### src/rtl/fp_add_pkg.sv
// Shared widths, inter-stage register layouts and constants for the pipelined FP adder.
package fp_add_pkg;

    localparam int FP_EXP_W  = 8;
    localparam int FP_MAN_W  = 23;
    localparam int FP_TAG_W  = 4;
    localparam int FP_W      = 1 + FP_EXP_W + FP_MAN_W;
    localparam int FP_BIAS   = (1 << (FP_EXP_W - 1)) - 1;

    // Hidden bit + fraction + guard/round/sticky, and one more bit for the adder carry.
    localparam int FP_EXT_W     = FP_MAN_W + 4;
    localparam int FP_SUM_W     = FP_MAN_W + 5;
    localparam int FP_LZC_W     = $clog2(FP_SUM_W);
    localparam int FP_SHIFT_MAX = FP_MAN_W + 3;
    localparam int FP_EW1       = FP_EXP_W + 1;

    localparam logic [FP_EXP_W-1:0] EXP_ONES = '1;
    localparam logic [FP_W-1:0] QNAN =
        {1'b0, {FP_EXP_W{1'b1}}, 1'b1, {(FP_MAN_W-1){1'b0}}};

    localparam int FP_FLAG_W = 3;
    localparam int FLAG_INV  = 2;
    localparam int FLAG_OVF  = 1;
    localparam int FLAG_INX  = 0;

    typedef struct packed {
        logic                sign;
        logic                zsign;
        logic                eff_sub;
        logic [FP_EXP_W-1:0] exp;
        logic [FP_EXT_W-1:0] ma;
        logic [FP_EXT_W-1:0] mb;
        logic                special;
        logic                spec_inv;
        logic [FP_W-1:0]     spec_val;
        logic [FP_TAG_W-1:0] tag;
    } s1_t;

    typedef struct packed {
        logic                sign;
        logic                zsign;
        logic [FP_EXP_W-1:0] exp;
        logic [FP_SUM_W-1:0] sum;
        logic                special;
        logic                spec_inv;
        logic [FP_W-1:0]     spec_val;
        logic [FP_TAG_W-1:0] tag;
    } s2_t;

    typedef struct packed {
        logic                sign;
        logic [FP_EXP_W:0]   exp;
        logic [FP_EXT_W-1:0] m;
        logic                special;
        logic                spec_inv;
        logic [FP_W-1:0]     spec_val;
        logic [FP_TAG_W-1:0] tag;
    } s3_t;

endpackage

### src/rtl/fp_lzc.sv
// Leading-zero counter; an all-zero input reports WIDTH.
module fp_lzc
    import fp_add_pkg::*;
#(
    parameter int WIDTH = FP_SUM_W,
    parameter int CNT_W = $clog2(WIDTH)
) (
    input  logic [WIDTH-1:0] din,
    output logic [CNT_W-1:0] cnt
);

    // Scan upward so the most significant set bit writes the count last.
    always_comb begin
        cnt = CNT_W'(WIDTH);
        for (int i = 0; i < WIDTH; i++) begin
            if (din[i]) cnt = CNT_W'(WIDTH - 1 - i);
        end
    end

endmodule

### src/rtl/fp_add_pipe.sv
// Four-stage floating-point adder/subtractor: align, add, normalize, round/pack.
// A single advance signal stalls every stage together when the output is blocked.
module fp_add_pipe
    import fp_add_pkg::*;
#(
    parameter int EXP_W = FP_EXP_W,
    parameter int MAN_W = FP_MAN_W,
    parameter int TAG_W = FP_TAG_W,
    localparam int W    = 1 + EXP_W + MAN_W
) (
    input  logic                 clk,
    input  logic                 rst_n,
    input  logic                 in_valid,
    output logic                 in_ready,
    input  logic [W-1:0]         in_a,
    input  logic [W-1:0]         in_b,
    input  logic                 in_sub,
    input  logic [TAG_W-1:0]     in_tag,
    output logic                 out_valid,
    input  logic                 out_ready,
    output logic [W-1:0]         out_s,
    output logic [TAG_W-1:0]     out_tag,
    output logic [FP_FLAG_W-1:0] out_flags
);

    localparam int SH_W = $clog2(FP_EXT_W);

    function automatic logic rne_inc(input logic lsb, input logic g, input logic r, input logic s);
        return g & (r | s | lsb);
    endfunction

    logic adv;
    logic vld_p1, vld_p2, vld_p3;
    s1_t  s1_d, s1_p1;
    s2_t  s2_d, s2_p2;
    s3_t  s3_d, s3_p3;

    assign adv      = ~out_valid | out_ready;
    assign in_ready = adv;

    // ---- S1: unpack, order by magnitude, align the smaller operand, classify specials
    logic                sa, sb, swap, s_big, nan_a, nan_b, inf_a, inf_b, snan_a, snan_b, sticky;
    logic [EXP_W-1:0]    ea, eb, e_big, e_small, ee_big, ee_small, diff;
    logic [MAN_W-1:0]    fa, fb, f_big, f_small;
    logic [FP_EXT_W-1:0] ext_small, mask, shifted;
    logic [SH_W-1:0]     sh1;

    // Align stage: swap so |A| >= |B| and shift B right keeping G/R/S.
    always_comb begin
        sa = in_a[W-1];
        ea = in_a[W-2 -: EXP_W];
        fa = in_a[MAN_W-1:0];
        sb = in_b[W-1] ^ in_sub;
        eb = in_b[W-2 -: EXP_W];
        fb = in_b[MAN_W-1:0];

        swap    = {eb, fb} > {ea, fa};
        s_big   = swap ? sb : sa;
        e_big   = swap ? eb : ea;
        f_big   = swap ? fb : fa;
        e_small = swap ? ea : eb;
        f_small = swap ? fa : fb;

        ee_big   = (e_big   == '0) ? EXP_W'(1) : e_big;
        ee_small = (e_small == '0) ? EXP_W'(1) : e_small;
        diff     = ee_big - ee_small;
        sh1      = (diff > EXP_W'(FP_SHIFT_MAX)) ? SH_W'(FP_SHIFT_MAX) : SH_W'(diff);

        ext_small = {(e_small != '0), f_small, 3'b000};
        mask      = (FP_EXT_W'(1) << sh1) - FP_EXT_W'(1);
        sticky    = |(ext_small & mask);
        shifted   = ext_small >> sh1;

        nan_a  = (ea == '1) && (fa != '0);
        nan_b  = (eb == '1) && (fb != '0);
        inf_a  = (ea == '1) && (fa == '0);
        inf_b  = (eb == '1) && (fb == '0);
        snan_a = nan_a & ~fa[MAN_W-1];
        snan_b = nan_b & ~fb[MAN_W-1];

        s1_d         = '0;
        s1_d.sign    = s_big;
        s1_d.eff_sub = sa ^ sb;
        // An exact zero keeps a negative sign only when both effective operands are negative.
        s1_d.zsign   = ~(sa ^ sb) & s_big;
        s1_d.exp     = ee_big;
        s1_d.ma      = {(e_big != '0), f_big, 3'b000};
        s1_d.mb      = {shifted[FP_EXT_W-1:1], shifted[0] | sticky};
        s1_d.tag     = in_tag;

        if (nan_a | nan_b) begin
            s1_d.special  = 1'b1;
            s1_d.spec_val = QNAN;
            s1_d.spec_inv = snan_a | snan_b;
        end else if (inf_a & inf_b & (sa ^ sb)) begin
            s1_d.special  = 1'b1;
            s1_d.spec_val = QNAN;
            s1_d.spec_inv = 1'b1;
        end else if (inf_a) begin
            s1_d.special  = 1'b1;
            s1_d.spec_val = {sa, EXP_ONES, {MAN_W{1'b0}}};
        end else if (inf_b) begin
            s1_d.special  = 1'b1;
            s1_d.spec_val = {sb, EXP_ONES, {MAN_W{1'b0}}};
        end
    end

    // ---- S2: magnitude add or subtract (never negative thanks to the S1 swap)
    // Add stage: mantissa sum with carry bit.
    always_comb begin
        s2_d          = '0;
        s2_d.sign     = s1_p1.sign;
        s2_d.zsign    = s1_p1.zsign;
        s2_d.exp      = s1_p1.exp;
        s2_d.special  = s1_p1.special;
        s2_d.spec_inv = s1_p1.spec_inv;
        s2_d.spec_val = s1_p1.spec_val;
        s2_d.tag      = s1_p1.tag;
        s2_d.sum      = s1_p1.eff_sub ? ({1'b0, s1_p1.ma} - {1'b0, s1_p1.mb})
                                      : ({1'b0, s1_p1.ma} + {1'b0, s1_p1.mb});
    end

    // ---- S3: normalize, clamping the left shift so the exponent stays at or above 1
    logic [FP_LZC_W-1:0] lz;
    logic [FP_EW1-1:0]   need, lim, sh3, exp_n;
    logic [FP_EXT_W-1:0] m_l;

    fp_lzc #(.WIDTH(FP_SUM_W), .CNT_W(FP_LZC_W)) u_lzc (
        .din (s2_p2.sum),
        .cnt (lz)
    );

    // Normalize stage: right shift on carry, otherwise bounded left shift.
    always_comb begin
        s3_d          = '0;
        s3_d.special  = s2_p2.special;
        s3_d.spec_inv = s2_p2.spec_inv;
        s3_d.spec_val = s2_p2.spec_val;
        s3_d.tag      = s2_p2.tag;
        s3_d.sign     = (s2_p2.sum == '0) ? s2_p2.zsign : s2_p2.sign;

        need  = FP_EW1'(lz) - FP_EW1'(1);
        lim   = {1'b0, s2_p2.exp} - FP_EW1'(1);
        sh3   = (need < lim) ? need : lim;
        m_l   = s2_p2.sum[FP_EXT_W-1:0] << sh3;
        exp_n = {1'b0, s2_p2.exp} - sh3;

        if (s2_p2.sum[FP_SUM_W-1]) begin
            s3_d.m   = {s2_p2.sum[FP_SUM_W-1:2], s2_p2.sum[1] | s2_p2.sum[0]};
            s3_d.exp = {1'b0, s2_p2.exp} + FP_EW1'(1);
        end else begin
            s3_d.m   = m_l;
            // Hidden bit still clear after the clamped shift means a denormal (or zero).
            s3_d.exp = m_l[FP_EXT_W-1] ? exp_n : '0;
        end
    end

    // ---- S4: round to nearest even, detect overflow, pack
    logic [MAN_W:0]    mant;
    logic [MAN_W+1:0]  rnd;
    logic [MAN_W-1:0]  frac;
    logic [FP_EW1-1:0] exp4;
    logic              g4, r4, st4, ovf, inexact;
    logic [W-1:0]      res_s;
    logic [FP_FLAG_W-1:0] res_flags;

    // Round/pack stage: final word and exception flags.
    always_comb begin
        mant    = s3_p3.m[FP_EXT_W-1:3];
        g4      = s3_p3.m[2];
        r4      = s3_p3.m[1];
        st4     = s3_p3.m[0];
        inexact = g4 | r4 | st4;
        rnd     = {1'b0, mant} + (MAN_W+2)'(rne_inc(mant[0], g4, r4, st4));
        exp4    = s3_p3.exp;
        frac    = rnd[MAN_W-1:0];
        if (rnd[MAN_W+1]) begin
            exp4 = exp4 + FP_EW1'(1);
            frac = rnd[MAN_W:1];
        end else if ((exp4 == '0) && rnd[MAN_W]) begin
            // A denormal rounded up into the smallest normal.
            exp4 = FP_EW1'(1);
        end
        ovf = exp4 >= {1'b0, EXP_ONES};

        res_s               = {s3_p3.sign, exp4[EXP_W-1:0], frac};
        res_flags           = '0;
        res_flags[FLAG_INX] = inexact;
        if (s3_p3.special) begin
            res_s               = s3_p3.spec_val;
            res_flags           = '0;
            res_flags[FLAG_INV] = s3_p3.spec_inv;
        end else if (ovf) begin
            res_s               = {s3_p3.sign, EXP_ONES, {MAN_W{1'b0}}};
            res_flags[FLAG_OVF] = 1'b1;
            res_flags[FLAG_INX] = 1'b1;
        end
    end

    // Stage valid bits: cleared by reset, shifted forward on advance.
    always_ff @(posedge clk) begin
        if (!rst_n) begin
            vld_p1 <= 1'b0;
            vld_p2 <= 1'b0;
            vld_p3 <= 1'b0;
        end else if (adv) begin
            vld_p1 <= in_valid;
            vld_p2 <= vld_p1;
            vld_p3 <= vld_p2;
        end
    end

    // Stage data registers: load on advance, bubbles included.
    always_ff @(posedge clk) begin
        if (adv) begin
            s1_p1 <= s1_d;
            s2_p2 <= s2_d;
            s3_p3 <= s3_d;
        end
    end

    // Output register: cleared by reset, held while the consumer stalls.
    always_ff @(posedge clk) begin
        if (!rst_n) begin
            out_valid <= 1'b0;
            out_s     <= '0;
            out_tag   <= '0;
            out_flags <= '0;
        end else if (adv) begin
            out_valid <= vld_p3;
            out_s     <= res_s;
            out_tag   <= s3_p3.tag;
            out_flags <= res_flags;
        end
    end

endmodule
### config.mk
export PLATFORM = sky130hd
export DESIGN_NAME = fp_add_pipe
export DESIGN_NICKNAME = d
export VERILOG_FILES = /design/src/rtl/fp_add_pkg.sv /design/src/rtl/fp_lzc.sv /design/src/rtl/fp_add_pipe.sv
export SDC_FILE = /design/constraint.sdc
export NUM_CORES = 1
export LEC_CHECK = 0
export CAP_MARGIN = 20
export CELL_PAD_IN_SITES_DETAIL_PLACEMENT = 1
export CELL_PAD_IN_SITES_GLOBAL_PLACEMENT = 2
export CORE_UTILIZATION = 33
export DETAILED_ROUTE_END_ITERATION = 8
export PLACE_DENSITY = 0.74
export SLEW_MARGIN = 0
export SYNTH_ARGS = -nofsm -noshare
export SYNTH_HDL_FRONTEND = slang
export SYNTH_SLANG_ARGS = --single-unit
### constraint.sdc
create_clock -name clk -period 11.4 [get_ports clk]
set_clock_uncertainty 0.05 [all_clocks]
set_input_delay 2.28 -clock clk [delete_from_list [all_inputs] [get_ports clk]]
set_output_delay 2.28 -clock clk [all_outputs]
set_load 0.05 [all_outputs]
### Yosys cells after proc, flatten, opt, wreduce, memory -nomap -nowiden

Cells that the tools add are included.
W data, S select, Z words.

| word-level totals | value |
|---|---|
| register bits after elaboration | 294 |
| bits of input ports | 73 |
| output and inout bits | 41 |
| logic and storage cells | 148 |

| cells by class | value |
|---|---|
| add/sub/neg operators | 10 |
| magnitude comparators | 4 |
| equality and inequality tests | 2 |
| shift-type cells | 3 |
| mux-type cells | 55 |
| bitwise operators | 22 |
| reduce and logical (&&, ||, !) cells | 18 |

Operators by type and width:

| kind | number |
|---|---|
| $mux W32 | 4 |
| $mux W5 | 17 |
| $mux W23 | 3 |
| $logic_not A23 Y1 | 2 |
| $reduce_bool A23 Y1 | 2 |
| $mux W36 | 1 |
| $mux W9 | 4 |
| $mux W33 | 1 |
| $mux W4 | 8 |
| $mux W8 | 4 |
| $gt A31 B31 Y1 | 1 |
| $mux W31 | 1 |
| $add A27 B27 Y28 | 1 |
| $logic_not A28 Y1 | 1 |
| $mux W28 | 1 |
| $sub A27 B27 Y28 | 1 |
| $and A27 B27 Y27 | 1 |
| $reduce_or A27 Y1 | 1 |
| $shl A1 B5 Y27 const A | 1 |
| $shl A27 B9 Y27 | 1 |
| $shr A27 B5 Y27 | 1 |
| $sub A27 B2 Y27 const B | 1 |
| $add A24 B1 Y25 | 1 |
| $eq A8 B8 Y1 const B | 2 |
| other kinds (22) | 53 |

### Logic depth before layout (Yosys ltp)

Gate-level depths: netlist (run 1).

| logic depth | value |
|---|---|
| depth in word-level cells | 34 |
| depth in mapped cells | 32 |
| mapped depth without buffers | 28 |

### By module

A second synthesis (run 1) with hierarchy kept.

| second synthesis, totals | value |
|---|---|
| cell total of the unflattened synthesis | 2060 |
| area total of the unflattened synthesis | 17635.7 µm² |

Modules (own cells, without submodules):

| module | times used | cells an instance | area an instance (µm²) | seq. area each (µm²) |
|---|---|---|---|---|
| fp_add_pipe | 1 | 2000 | 17299.1 | 5695.5 |
| fp_lzc | 1 | 60 | 336.6 | 0.0 |

### Least setup slack after synthesis (run 1)

OpenSTA, ideal clock, no wires.

| timing | value |
|---|---|
| path type | input-to-output |
| start | input out_ready |
| end | output in_ready |
| data arrival time | 7.397 ns |
| required time | 9.070 ns |
| slack | 1.673 ns |
| stages | 3 |
| buffers on the path | 1 |
| cell sequence | nor2b_1 -> inv_1 -> clkbuf_1 |

| between the ends | value |
|---|---|
| cells in the longest elaborated chain, start to end | 1 |

RTL lines:

| what | line | source |
|---|---|---|
| from (decl) | fp_add_pipe.sv:20 | `input logic out_ready,` |
| $or A1 B1 Y1 | fp_add_pipe.sv:38 | `assign adv = ~out_valid \| out_ready;` |
| to (decl) | fp_add_pipe.sv:14 | `output logic in_ready,` |

No other way between the ends.

==> flow_summary.ini, run 1 <==
[run_status]
outcome = finished clean

[sta]
fin_tns_setup_ns = 0
worst_pin_slew_ns = 1.03
rsz0062_at_grt = no
min_period_over_period = 0.871
finalHoldViolCount = 0
drv_slew = 0
final-setup-viol-count = 0
worst_slack_ns = 1.47
max_freq_mhz = 101
period_needed_ns = 9.93
relSlewSlack = 0.309

[grt]
grt_max_degree = 84
antenna_found_initial = 2
gr-total-overflow = 0
grt_pass1_wl_mm = 102
grt_usage = 0.250
first_global_vias = 16280

[finish]
final_cell_mix = 234 x nand2_1, 161 x edfxtp_1, 150 x nor2_1
seqCellArea_um2 = 5700
multi_input_area_um2 = 10600
stdcell_count = 2743
design_area_um2 = 19800
diodes = 0
layout.nets = 2238
drive_gt1_frac = 0.0710
fillers = 5917
syn_to_final_growth_pct = 16.3
layout_commonest_cell = nand2_1

[cts]
cts_resized = 0
holdBufCountCts = 0
cts_tree = yes
cts_buffers = 24
path_clk_slew_ns = 0.06
cts-root-buf = clkbuf_16
cts_num_sinks = 204
post_cts_buffers = 0
clockBufferDepth = 3
htree_num_levels = 1
insertion_delay_ns = 0.56

[route]
dr.pass1.iters = 6
num_vias = 15941
vias_per_cell = 5.81
initialDrtViolationCount = 1033
wirelength_mm = 67.2
drcViolationCount = 0
wire_per_inst_um = 24.5
antenna_left = 0

[power_and_ir_drop]
vdd_ir_drop_max_mv = 0.0867
finalPower_w = 0.00476
powerDensity_nw_per_um2 = 240
cellLeakagePower_nw = 7.78

[placement]
hpwl_mm = 52.6
dp.cells = 2697
dpl_cell_area_um2 = 19000
dpl_worst_slack_ns = 0.564
port_buffers = 113
place_congestion = 0.938

[synth]
ys_seq_area_frac = 0.334
ys_ff_latch = 204
syn_nets = 2153
synthFlopType = edfxtp_1
syn_inst = 1968
synth_cell_types = 85
synth_edf_count = 161
ys.warnings.count = 0
syn_area_um2 = 17000
avgSynthCellArea_um2 = 8.66
ys_async_sr_fraction = 0

[die]
die_area_um2 = 52500
io_pins = 114
die_h_um = 229
initial_core_util = 0.337
core_area_um2 = 50600
chipWidth_um = 229
rows = 82

[setup_path]
critPathMaxFanout = 21
start_kind = input pin
cp.arrival_ns = 10.20
worstPathRequired_ns = 11.66
criticalPathCategory = input pin to flop
critPathCaptureType = flop

[run]
drv_cap = 0

[hold_path]
min_path_type = flop to flop
[worst max-delay path, stage by stage]
cell and delay [ns]:
clkdlybuf4s50_1 0.78, inv_1 0.18, ha_1 0.40, nand2_1 0.08
nor3_1 0.48, o22ai_1 0.20, o22a_1 0.24, and3b_1 0.25
nor2_4 0.33, o21ai_0 0.23, nor4_1 0.37, and3_1 0.26
nor2_1 0.06, ha_1 0.23, fa_1 0.44, nor2b_1 0.20
o22ai_2 0.14, xnor2_1 0.14, buf_4 0.17, o31ai_1 0.80
or3_1 0.40, buf_16 0.21, buf_4 0.16, a211oi_1 0.07
a311oi_1 0.27, a31oi_1 0.14, or3_1 0.35, a311oi_1 0.32
[area by class of cell]
type                            instances  share of cell area
Clock buffer                           32              0.0350
Sequential cell                       204               0.287
Multi-Input combinational cell       1565               0.534
Clock inverter                         12             0.00650
Inverter                              103              0.0198
Tap cell                              672              0.0424
Timing Repair Buffer                  155              0.0748
[cells in the mapped netlist (24+ instances only)]
master | number | area (um2)
a21oi_1 | 115 | 576
xor2_1 | 38 | 333
mux2i_1 | 127 | 1270
ha_1 | 109 | 1360
a21o_1 | 24 | 180
nand2_1 | 234 | 878
nand3_1 | 69 | 345
nor2_1 | 151 | 567
o21ai_0 | 148 | 741
edfxtp_1 | 161 | 4830
nor3_1 | 37 | 185
o211ai_1 | 27 | 203
nand4_1 | 30 | 188
xnor2_1 | 41 | 359
clkbuf_1 | 64 | 240
dfxtp_1 | 43 | 861
inv_1 | 101 | 379
mux2_2 | 33 | 372
[power by group]
part,switching [W],total (W),internal [W]
clock,0.000321,0.000797,0.000476
combinational,0.00166,0.00264,0.000983
sequential,0.000251,0.00132,0.00107
[metrics by stage]
stage | hold WS (ns) | utilization
3_3_place_gp | 0.351 | 0.375
5_1_grt | 0.371 | 0.392
3_5_place_dp | 0.356 | 0.375
4_1_cts | 0.367 | 0.391
6_report | 0.365 | 0.392
2_1_floorplan | 0.350 | -
[kinds of logic after synthesis]
kind of cell             Yosys count  synth area share
AND/OR/NAND/NOR                  677             0.189
AO/OA/AOI/OAI                    535             0.208
flip-flops                       204             0.334
buffers and inverters            199            0.0463
multiplexers                     162            0.0985
adder cells (fa/ha/maj)          112            0.0836
XOR/XNOR                          79            0.0406
[flip-flops by register name, indices dropped and copies added (netlist names), 3 cells and up]
signal / count
out_tag: 4
s2_p2: 46
out_s: 32
s1_p1: 70
mant: 24
s3_p3: 19
out_flags: 3
[path summary, 6_finish.rpt]
check	start	end	slack, ns	depth (start not counted)
worst max-delay path	in_a[22]	s1_p1[48]$_DFFE_PP_	1.47	28
worst min register to register	s2_p2[3]$_DFFE_PP_	s3_p3[3]$_DFFE_PP_	0.36	0
worst max register to register	s2_p2[51]$_DFFE_PP_	s3_p3[73]$_DFFE_PP_	3.87	27
worst min-delay path	s2_p2[3]$_DFFE_PP_	s3_p3[3]$_DFFE_PP_	0.36	0
[per-layer routing]
metal  track usage  part of all wire
met1         0.325              0.44
met2         0.430              0.48
met3        0.0212             0.039
met4        0.0944             0.036
met5             0                 0
(Power assumes the default switching activity.)
==> run 2, diff against run 1 <==
Settings changed: SETUP_SLACK_MARGIN set to 0.3.
==> results of run 2 <==
Same layout as run 1: the final DEF is identical, and so are final timing and power.
==> run 3, diff against run 2 <==
--- a/config.mk
+++ b/config.mk
@@ -13,5 +13,5 @@
 export PLACE_DENSITY = 0.74
 export SETUP_SLACK_MARGIN = 0.3
-export SLEW_MARGIN = 0
+export SKIP_LAST_GASP = 1
 export SYNTH_ARGS = -nofsm -noshare
 export SYNTH_HDL_FRONTEND = slang
==> constraint.sdc (replaced) <==
create_clock -name clk -period 11.4 [get_ports clk]
set_clock_uncertainty 0.05 [all_clocks]
set_input_delay 2.85 -clock clk [delete_from_list [all_inputs] [get_ports clk]]
set_output_delay 2.85 -clock clk [all_outputs]
set_load 0.05 [all_outputs]
==> flow_summary.ini, run 3 (same netlist as run 1, synthesis figures left out) <==
[cts]
cts_tree = yes
path_clk_slew_ns = 0.06
post_cts_buffers = 0
clockBufferDepth = 3
cts_num_sinks = 204
insertion_delay_ns = 0.55
cts_resized = 0
htree_num_levels = 1
cts_buffers = 24
cts-root-buf = clkbuf_16
holdBufCountCts = 0

[hold_path]
min_from = s1_p1[3]$_DFFE_PP_
holdPathStages = 0
min_path_type = flop to flop
hold_end = s2_p2[3]$_DFFE_PP_

[grt]
grt.busiest_layer = met2
grt_pass1_wl_mm = 100
first_global_vias = 16217
globalRouteMet1Util = 0.314
grt_usage = 0.245
gr-usage-met3 = 0.0197
antenna_found_initial = 1
gr-total-overflow = 0
grt_max_degree = 84
met2_usage = 0.429

[route]
vias_per_cell = 5.80
wire_per_inst_um = 24.1
initialDrtViolationCount = 1112
drcViolationCount = 0
wirelength_mm = 66.3
antenna_left = 0
dr.pass1.iters = 5
num_vias = 15937

[setup_path]
critPathMaxFanout = 22
reg2reg_depth = 27
cpMaxStageDelayCell = o31ai_1
cp.arrival_ns = 10.71
cpPeakStageDelay_ns = 0.87
rr_startpoint = s2_p2[51]$_DFFE_PP_
critPathCaptureType = flop
worstPathRequired_ns = 11.61
rrSetupSlack_ns = 3.59
start_kind = input pin
criticalPathCategory = input pin to flop
rr_endpoint = s3_p3[73]$_DFFE_PP_

[finish]
final_cell_mix = 234 x nand2_1, 161 x edfxtp_1, 150 x nor2_1
seqCellArea_um2 = 5700
largest_reg_flops = 70
regMostFlops = s1_p1
multi_input_area_um2 = 10600
diodes = 0
layout_commonest_cell = nand2_1
top_regs = s1_p1: 70 flops, s2_p2: 46 flops, out_s: 32 flops
syn_to_final_growth_pct = 16.1
drive_gt1_frac = 0.0733
fillers = 5888
layout.nets = 2242

[sta]
worst_pin_slew_ns = 1.05
fin_tns_setup_ns = 0
drv_slew = 0
finalHoldViolCount = 0
final-setup-viol-count = 0
relSlewSlack = 0.296
max_freq_mhz = 95.3
min_period_over_period = 0.921
period_needed_ns = 10.49
rsz0062_at_grt = no
holdWs_ns = 0.366

[run]
drv_cap = 0

[placement]
hpwl_mm = 51.9
place_congestion = 0.983
port_buffers = 113

[die]
rows = 82
core_area_um2 = 50600
io_pins = 114
die_h_um = 229
die_area_um2 = 52500
chipWidth_um = 229
initial_core_util = 0.337

[run_status]
outcome = finished clean

[power_and_ir_drop]
cellLeakagePower_nw = 7.77
vdd_ir_drop_max_mv = 0.127
powerDensity_nw_per_um2 = 237
[run 3: layout make-up]
| type | instances | share of cell area |
|---|---|---|
| Clock buffer | 26 | 0.0307 |
| Clock inverter | 17 | 0.00785 |
| Inverter | 103 | 0.0198 |
| Multi-Input combinational cell | 1565 | 0.536 |
| Sequential cell | 204 | 0.288 |
| Tap cell | 672 | 0.0425 |
| Timing Repair Buffer | 159 | 0.0755 |
[run 3: critical path, delay by kind of cell]
kind | cells | cell delay (ns)
adder cells (fa/ha/maj) | 3 | 1.02
buffers and inverters | 3 | 1.24
XOR/XNOR | 1 | 0.16
multiplexers | 4 | 0.92
AND/OR/NAND/NOR | 10 | 2.32
AO/OA/AOI/OAI | 6 | 2.18
[run 3: worst max path at each step]
stage	to	start	slack, ns
6_report	s1_p1[52]$_SDFFCE_PP0P_	in_a[16]	0.91
5_1_grt	s1_p1[43]$_DFFE_PP_	in_a[16]	0.53
4_1_cts	s1_p1[52]$_SDFFCE_PP0P_	in_a[16]	0.93
3_5_place_dp	s1_p1[52]$_SDFFCE_PP0P_	in_a[16]	0.40
3_3_place_gp	s1_p1[52]$_SDFFCE_PP0P_	in_a[16]	0.58
2_1_floorplan	in_ready	out_ready	0.53
[run 3: report_power, final]
| part | internal, W | switching [W] |
|---|---|---|
| clock network | 0.000433 | 0.000315 |
| logic | 0.000988 | 0.00164 |
| registers | 0.00107 | 0.000247 |
[run 3: layer usage]
layer	part of all wire	vias to the layer above
li1	-	7472
met1	0.44	7949
met2	0.49	400
met3	0.037	114
met4	0.034	2
met5	0.00017	-
[run 3: per-stage QoR]
stage / cells / setup slack, ns / cell area [um2] / utilization / total power (W)
detailed placement: 2702 / 0.402 / 19000 / 0.376 / 0.00393
finish: 2746 / 0.906 / 19800 / 0.391 / 0.00470
floorplan: 1968 / 0.533 / 17000 / - / 0.00305
global placement: 2701 / 0.577 / 19000 / 0.376 / 0.00390
global route: 2746 / 0.528 / 19800 / 0.391 / 0.00498
CTS: 2745 / 0.934 / 19800 / 0.391 / 0.00470
